## src/rtl/axi4_lite_pkg.sv

```systemverilog
// Shared AXI4-Lite definitions: response encodings and master adapter FSM states.
package axi4_lite_pkg;

  localparam logic [1:0] RESP_OKAY   = 2'b00;
  localparam logic [1:0] RESP_EXOKAY = 2'b01;
  localparam logic [1:0] RESP_SLVERR = 2'b10;
  localparam logic [1:0] RESP_DECERR = 2'b11;

  typedef enum logic [2:0] {
    IDLE    = 3'd0,
    WR_REQ  = 3'd1,
    WR_RESP = 3'd2,
    RD_REQ  = 3'd3,
    RD_RESP = 3'd4,
    RSP     = 3'd5
  } m_state_e;

  // True when the captured response reports an error (SLVERR or DECERR).
  function automatic logic resp_is_err(input logic [1:0] resp);
    return resp[1];
  endfunction

endpackage

```

## src/rtl/axi4_lite_master_adapter.sv

```systemverilog
// AXI4-Lite initiator: turns one client request at a time into an AW+W->B write
// or an AR->R read and returns the captured response on a held client port.
module axi4_lite_master_adapter
  import axi4_lite_pkg::*;
#(
  parameter int unsigned AXI_ID_WIDTH   = 1,
  parameter int unsigned AXI_ADDR_WIDTH = 12,
  parameter int unsigned AXI_DATA_WIDTH = 32,
  parameter int unsigned AXI_BYTE_COUNT = AXI_DATA_WIDTH / 8,
  parameter logic [AXI_ID_WIDTH-1:0] TXN_ID = '0
) (
  input  logic                      aclk,
  input  logic                      aresetn,
  // client request port
  input  logic                      req_valid,
  output logic                      req_ready,
  input  logic                      req_write,
  input  logic [AXI_ADDR_WIDTH-1:0] req_addr,
  input  logic [AXI_DATA_WIDTH-1:0] req_wdata,
  input  logic [AXI_BYTE_COUNT-1:0] req_wstrb,
  input  logic [2:0]                req_prot,
  // client response port
  output logic                      rsp_valid,
  input  logic                      rsp_ready,
  output logic                      rsp_write,
  output logic [AXI_DATA_WIDTH-1:0] rsp_rdata,
  output logic [1:0]                rsp_resp,
  output logic                      rsp_err,
  // AXI AW
  output logic [AXI_ID_WIDTH-1:0]   awid,
  output logic [AXI_ADDR_WIDTH-1:0] awaddr,
  output logic [2:0]                awprot,
  output logic                      awvalid,
  input  logic                      awready,
  // AXI W
  output logic [AXI_DATA_WIDTH-1:0] wdata,
  output logic [AXI_BYTE_COUNT-1:0] wstrb,
  output logic                      wvalid,
  input  logic                      wready,
  // AXI B
  input  logic [AXI_ID_WIDTH-1:0]   bid,
  input  logic [1:0]                bresp,
  input  logic                      bvalid,
  output logic                      bready,
  // AXI AR
  output logic [AXI_ID_WIDTH-1:0]   arid,
  output logic [AXI_ADDR_WIDTH-1:0] araddr,
  output logic [2:0]                arprot,
  output logic                      arvalid,
  input  logic                      arready,
  // AXI R
  input  logic [AXI_ID_WIDTH-1:0]   rid,
  input  logic [AXI_DATA_WIDTH-1:0] rdata,
  input  logic [1:0]                rresp,
  input  logic                      rvalid,
  output logic                      rready
);

  m_state_e                  state_q;

  // one-deep capture of the client request
  logic                      write_q;
  logic [AXI_ADDR_WIDTH-1:0] addr_q;
  logic [AXI_DATA_WIDTH-1:0] wdata_q;
  logic [AXI_BYTE_COUNT-1:0] wstrb_q;
  logic [2:0]                prot_q;

  // write-phase handshake tracking
  logic                      aw_done_q;
  logic                      w_done_q;

  // registered handshake outputs
  logic                      req_ready_q;
  logic                      awvalid_q;
  logic                      wvalid_q;
  logic                      bready_q;
  logic                      arvalid_q;
  logic                      rready_q;
  logic                      rsp_valid_q;

  // captured response
  logic [AXI_DATA_WIDTH-1:0] rsp_rdata_q;
  logic [1:0]                rsp_resp_q;

  // handshakes completing this cycle
  logic                      aw_hs;
  logic                      w_hs;
  logic                      aw_fin;
  logic                      w_fin;

  // IDs from the response channels carry no information with a single constant ID
  logic                      unused_ids;

  assign unused_ids = ^{bid, rid};

  // Write-phase completion, counting handshakes that land in this cycle.
  always_comb begin
    aw_hs  = awvalid_q & awready;
    w_hs   = wvalid_q & wready;
    aw_fin = aw_done_q | aw_hs;
    w_fin  = w_done_q | w_hs;
  end

  // Transaction FSM; every handshake output is a register updated with the state.
  always_ff @(posedge aclk or negedge aresetn) begin
    if (!aresetn) begin
      state_q     <= IDLE;
      write_q     <= 1'b0;
      addr_q      <= '0;
      wdata_q     <= '0;
      wstrb_q     <= '0;
      prot_q      <= '0;
      aw_done_q   <= 1'b0;
      w_done_q    <= 1'b0;
      req_ready_q <= 1'b1;
      awvalid_q   <= 1'b0;
      wvalid_q    <= 1'b0;
      bready_q    <= 1'b0;
      arvalid_q   <= 1'b0;
      rready_q    <= 1'b0;
      rsp_valid_q <= 1'b0;
      rsp_rdata_q <= '0;
      rsp_resp_q  <= '0;
    end else begin
      unique case (state_q)
        IDLE: begin
          if (req_valid && req_ready_q) begin
            write_q     <= req_write;
            addr_q      <= req_addr;
            wdata_q     <= req_wdata;
            wstrb_q     <= req_wstrb;
            prot_q      <= req_prot;
            req_ready_q <= 1'b0;
            if (req_write) begin
              state_q   <= WR_REQ;
              aw_done_q <= 1'b0;
              w_done_q  <= 1'b0;
              awvalid_q <= 1'b1;
              wvalid_q  <= 1'b1;
            end else begin
              state_q   <= RD_REQ;
              arvalid_q <= 1'b1;
            end
          end
        end

        WR_REQ: begin
          if (aw_hs) begin
            awvalid_q <= 1'b0;
            aw_done_q <= 1'b1;
          end
          if (w_hs) begin
            wvalid_q <= 1'b0;
            w_done_q <= 1'b1;
          end
          if (aw_fin && w_fin) begin
            state_q  <= WR_RESP;
            bready_q <= 1'b1;
          end
        end

        WR_RESP: begin
          if (bvalid) begin
            rsp_resp_q  <= bresp;
            rsp_rdata_q <= '0;
            bready_q    <= 1'b0;
            rsp_valid_q <= 1'b1;
            state_q     <= RSP;
          end
        end

        RD_REQ: begin
          if (arready) begin
            arvalid_q <= 1'b0;
            rready_q  <= 1'b1;
            state_q   <= RD_RESP;
          end
        end

        RD_RESP: begin
          if (rvalid) begin
            rsp_rdata_q <= rdata;
            rsp_resp_q  <= rresp;
            rready_q    <= 1'b0;
            rsp_valid_q <= 1'b1;
            state_q     <= RSP;
          end
        end

        RSP: begin
          if (rsp_ready) begin
            rsp_valid_q <= 1'b0;
            req_ready_q <= 1'b1;
            state_q     <= IDLE;
          end
        end

        default: begin
          state_q     <= IDLE;
          req_ready_q <= 1'b1;
          awvalid_q   <= 1'b0;
          wvalid_q    <= 1'b0;
          bready_q    <= 1'b0;
          arvalid_q   <= 1'b0;
          rready_q    <= 1'b0;
          rsp_valid_q <= 1'b0;
        end
      endcase
    end
  end

  assign req_ready = req_ready_q;

  assign rsp_valid = rsp_valid_q;
  assign rsp_write = write_q;
  assign rsp_rdata = rsp_rdata_q;
  assign rsp_resp  = rsp_resp_q;
  assign rsp_err   = resp_is_err(rsp_resp_q);

  assign awid    = TXN_ID;
  assign awaddr  = addr_q;
  assign awprot  = prot_q;
  assign awvalid = awvalid_q;

  assign wdata  = wdata_q;
  assign wstrb  = wstrb_q;
  assign wvalid = wvalid_q;

  assign bready = bready_q;

  assign arid    = TXN_ID;
  assign araddr  = addr_q;
  assign arprot  = prot_q;
  assign arvalid = arvalid_q;

  assign rready = rready_q;

endmodule

```

## config.mk

```make
export PLATFORM = sky130hd
export DESIGN_NAME = axi4_lite_master_adapter
export DESIGN_NICKNAME = d
export VERILOG_FILES = /design/src/rtl/axi4_lite_pkg.sv /design/src/rtl/axi4_lite_master_adapter.sv
export SDC_FILE = /design/constraint.sdc
export NUM_CORES = 1
export LEC_CHECK = 0
export BUFFER_PORTS_ARGS = -buffer_cell sky130_fd_sc_hd__buf_2
export CORE_ASPECT_RATIO = 1.2
export CORE_UTILIZATION = 45
export CTS_CLUSTER_SIZE = 40
export DETAILED_ROUTE_END_ITERATION = 10
export GPL_ROUTABILITY_DRIVEN = 0
export GPL_TIMING_DRIVEN = 0
export PLACE_DENSITY = 0.78
export SYNTH_ARGS = -nofsm -noshare
export SYNTH_HDL_FRONTEND = slang
export SYNTH_SLANG_ARGS = --single-unit
```

## constraint.sdc

```tcl
create_clock -name aclk -period 2 [get_ports aclk]
set_clock_uncertainty 0.05 [all_clocks]
set_input_delay 0.2 -clock aclk [delete_from_list [all_inputs] [get_ports aclk]]
set_output_delay 0.2 -clock aclk [all_outputs]
set_load 0.05 [all_outputs]
```

==> out/metrics.cfg, run 1 <==
[status]
status = finished, final reports clean

[setup_path]
setup.worst_path.class = flip-flop to flip-flop
worstReg2RegEnd = wvalid
crit_arrival_ps = 2070
worst-r2r-cell-count = 7
endpoint_kind = flip-flop
r2r_start = state_q[1]
required_ps = 2180
reg2reg_slack_ps = 110
cp_max_fo = 10
crit_path_start_kind = flip-flop

[clock_tree]
cts_setup_buffers = 0
cts_tree = built
clockBufferDepth = 2
cts.sinks = 98
htreeDepth = 3
numCtsBuffers = 9
path_clk_slew_ps = 70
root_buffer = clkbuf_16
worstSkewPairLatency_ps = 330

[synth]
synth-compound-area-share_pct = 9.86
yosys-top-cells-area = dfrtp_1 (54%), mux2_4 (16%), nand2_1 (6.0%)
synthMuxAreaShare_pct = 17.2
synth_top_family_by_area = multiplexers
ys.flop_type = dfrtp_1
async_flop_share_pct = 100
synth-seq-cells = 98
synth_cells = 372
synthXorXnorAreaFrac_pct = 0
synth-adder-area-share_pct = 0.557
synth_area_leader_cell = dfrtp_1
ys_seq_area_share_pct = 54.6
synth-simple-area-share_pct = 10.1
synth_most_common_cell = dfrtp_1
syn_area_mm2 = 0.00449
synthTopCellsByCount = dfrtp_1 (97), nand2_1 (72), mux2_4 (48)
yosys_warnings = 0
yosysUniqueCellTypes = 44
syn_area_per_cell_um2 = 12.1
yosysTopAreaCellShare_pct = 54.0
synth_edf_count = 0

[place]
port_buffers = 204
dp_hpwl_um = 8110

[drt]
dr.first_iter.drc_count = 105
firstDrtPassIters = 4
routedWlPerCell_um = 14.8
vias_per_cell = 4.96
drt-total-wl_um = 10600
routed-via-count = 3558
drtAntennaViolNets = 0
remaining_drc_errors = 0

[cells_and_area]
n_antenna_cell = 0
layout.nets = 691
drive_above_1_share_pct = 53.1
synthToLayoutAreaGrowth_pct = 33.2

[die]
die_w_um = 93.2
ios = 210
die_h_um = 111
initial_core_util_pct = 46.7
coreArea_mm2 = 0.00961
rows = 39
die_area_mm2 = 0.0104

[grt]
grt_overflow = 0
grt_pass1_vias = 3515
grt_antenna_before_repair = 0
grt_max_degree = 58
grt.total_usage_pct = 21.1
grt_pass1_wl_um = 17100

[sta]
worst_slew_pin_slew_ps = 576
rsz0062_at_grt = no
final-setup-viol-count = 0
max-slew-margin-rel_pct = 61.6
drv_slew = 0
timing.fmax_mhz = 530
post-route-period-util_pct = 94.3
fin_tns_setup_ps = 0
min_period_ps = 1890
hold_viol = 0

[worst_hold_path]
hold-path-endpoint = rsp_rdata[27]
min_from = rdata[27]
worstHoldPathCells = 3
holdCritPathClass = input pin to flip-flop

[job]
maxCapViolCount = 0

[sequential cells by signal, indices dropped and copies added (netlist names)]
signal and cells:
araddr 12, arprot 3, arvalid 1, aw_done_q 1
awvalid 1, bready 1, req_ready 1, rready 1
rsp_rdata 32, rsp_resp 2, rsp_valid 1, rsp_write 1
state_q 3, w_done_q 1, wdata 32, wstrb 4
wvalid 1
[worst max path at each step]
stage	start	to	cells after the start
5_1_grt	state_q[1]	awvalid	7
3_5_place_dp	state_q[1]	awvalid	7
2_1_floorplan	state_q[1]	wvalid	7
6_report	state_q[1]	wvalid	7
4_1_cts	state_q[1]	awvalid	7
3_3_place_gp	aresetn	rsp_rdata[1]	1
[logic make-up after synthesis]
logic type	count (synthesis)
simple gates	98
flops	98
compound gates	74
mux	53
buf+inv	46
fa+ha+maj	2
other cells	1
[worst max-delay path, cell delays in order, from the launching register on]
cell	delay [ps]
dfrtp_2	450
buf_6	170
inv_1	140
ha_1	360
and4b_1	220
nor2_1	90
o22ai_1	90
a22o_1	210
[timing repair]
| action | 4_1_cts | 5_1_grt |
|---|---|---|
| hold buffers | 1 | 0 |
| setup endpoints to repair | 0 | 2 |
| gates resized for setup | 0 | 1 |
| endpoints found under the hold margin | 40 | 0 |
[cell type report]
cell class                 count  area [um^2]
buffer                        40          314
inverter                       6         22.5
tap                          123          154
timing repair buffer         206         1060
clock inverter                 4         26.3
fill                         790         3630
multi-input combinational    229         1710
clock buffer                  12          246
sequential                    98         2450
[metrics by stage]
stage | setup WS [ps] | utilization, % | hold WS [ps] | cells | instance area [um^2]
after floorplan | 253 | - | -146 | 373 | 4500
final | 113 | 62.3 | 35.5 | 718 | 5980
after global placement | -244 | 59.0 | 383 | 700 | 5670
after detailed placement | 32.7 | 59.3 | 183 | 701 | 5700
after CTS | 35.6 | 62.2 | 19.7 | 718 | 5980
after global routing | 4.62 | 62.3 | 30.2 | 718 | 5980
[layout by cell type, fill, tap and decap left out, types with 6 or more instances in the layout]
cell type	count
mux2_4	48
a21oi_1	8
o21ai_1	13
nand2_1	72
o21ai_0	33
buf_6	11
nor2_1	6
dfrtp_1	96
clkbuf_16	9
inv_1	6
buf_2	210
buf_4	20
[per-layer routing]
layer	up-vias	wire, um	global-route usage [%]
met5	-	0	0
met4	0	142	7.18
met3	12	670	4.37
met2	138	5540	37.5
met1	1717	4270	25.1
li1	1691	-	-
Power of run 1 is left out: the tool's default activity adds up to more than one toggle a clock period on the data nets, which glitch-free logic cannot reach.
==> run 2, diff against run 1 <==
Settings changed: GPL_TIMING_DRIVEN 0 to 1.
==> out/metrics.cfg, run 2 (synthesis gave the netlist of run 1 again) <==
[clock_tree]
clockBufferDepth = 2
cts_tree = built
cts.sinks = 98
path_clk_slew_ps = 70
numCtsBuffers = 9
htreeDepth = 3
root_buffer = clkbuf_16
worstSkewPairLatency_ps = 330

[job]
maxCapViolCount = 0

[setup_path]
required_ps = 2170
path_cells = inv_1 > ha_1 > and4b_1 > nor2_1 > o22ai_1 > a22o_1
crit_path_start_kind = flip-flop
setup.worst_path.class = flip-flop to flip-flop
crit_buf_inv = 1
slowest_stage = dfrtp_1
endpoint_kind = flip-flop
cp_max_fo = 11
slowest_delay_ps = 610
cp_top_family = flip-flops
crit_arrival_ps = 2000

[drt]
drtAntennaViolNets = 0
remaining_drc_errors = 0
dr.first_iter.drc_count = 110
routedWlPerCell_um = 14.2
drt-total-wl_um = 9740
routed-via-count = 3386
vias_per_cell = 4.93
firstDrtPassIters = 4

[sta]
fin_tns_setup_ps = 0
hold_viol = 0
drv_slew = 0
hold-worst-slack_ps = 43.2
timing.fmax_mhz = 547
min_period_ps = 1830
max-slew-margin-rel_pct = 62.9
final-setup-viol-count = 0
rsz0062_at_grt = no
post-route-period-util_pct = 91.4
worst_slew_pin_slew_ps = 549

[cells_and_area]
n_antenna_cell = 0
final_cell_mix = buf_2 (204), dfrtp_1 (97), nand2_1 (72), mux2_4 (48), o21ai_0 (33)
final-instance-count-excl-fill = 687
fill_cells = 816
layout.nets = 660
fin_area_mm2 = 0.00577
mostFrequentLayoutCell = buf_2
drive_above_1_share_pct = 51.1
synthToLayoutAreaGrowth_pct = 28.4

[place]
dp.cells = 670
dp_hpwl_um = 7130
place_area_mm2 = 0.00548
port_buffers = 205

[worst_hold_path]
holdCritPathClass = input pin to flip-flop

[grt]
grt_pass1_wl_um = 15500
grt.total_usage_pct = 18.9
grt_pass1_vias = 3265
grt_antenna_before_repair = 1
grt_overflow = 0
grt_max_degree = 69

[status]
status = finished, final reports clean

[die]
coreArea_mm2 = 0.00961
die_w_um = 93.2
rows = 39
ios = 210
die_area_mm2 = 0.0104
initial_core_util_pct = 46.7
die_h_um = 111

[run 2: cell count changes in the layout (fill, tap and decap cells not counted), sizes merged]
cell / previous run / this run
clkbuf: 15 / 11
clkinvlp: 1 / 2
buf: 242 / 214
clkinv: 2 / 3
inv: 7 / 6
[run 2: routing by layer]
metal | vias to the layer above | share of wire [%] | track usage [%]
li1 | 1628 | - | -
met2 | 126 | 52 | 33.0
met3 | 10 | 5.1 | 3.42
met1 | 1620 | 41 | 23.2
met5 | - | 0.13 | 0
met4 | 2 | 1.1 | 6.77
[run 2: area by class of cell]
type,count,area [um^2],share of cell area (%)
clock buffer,11,243,4.21
clock inverter,5,30.0,0.521
inverter,6,22.5,0.391
multi-input combinational,229,1710,29.6
sequential,98,2450,42.6
tap,123,154,2.67
timing repair buffer,215,1160,20.1
[run 2: per-stage QoR]
stage	setup slack, ps	utilization [%]
2_1_floorplan	253	-
3_3_place_gp	218	57.0
3_5_place_dp	185	57.0
4_1_cts	161	60.0
5_1_grt	29.8	60.0
6_report	172	60.0
[run 2: worst paths after layout]
check                               from             to  slack (ps)  cells past startpoint
max                           state_q[1]        awvalid         170                      6
min                        req_wdata[14]      wdata[14]          40                      2
max reg2reg                   state_q[1]        awvalid         170                      6
min reg2reg                rsp_rdata[15]  rsp_rdata[15]         430                      2
max in group asynchronous        aresetn      req_ready         970                      3
min in group asynchronous        aresetn      wdata[27]         290                      2
[run 2: timing repair]
| item | CTS | global route |
|---|---|---|
| hold buffers | 1 | 0 |
| gates resized for setup | 0 | 0 |
| setup buffers | 0 | 0 |
| hold endpoints to repair | 25 | 0 |
Power of run 2 is left out for the same reason.
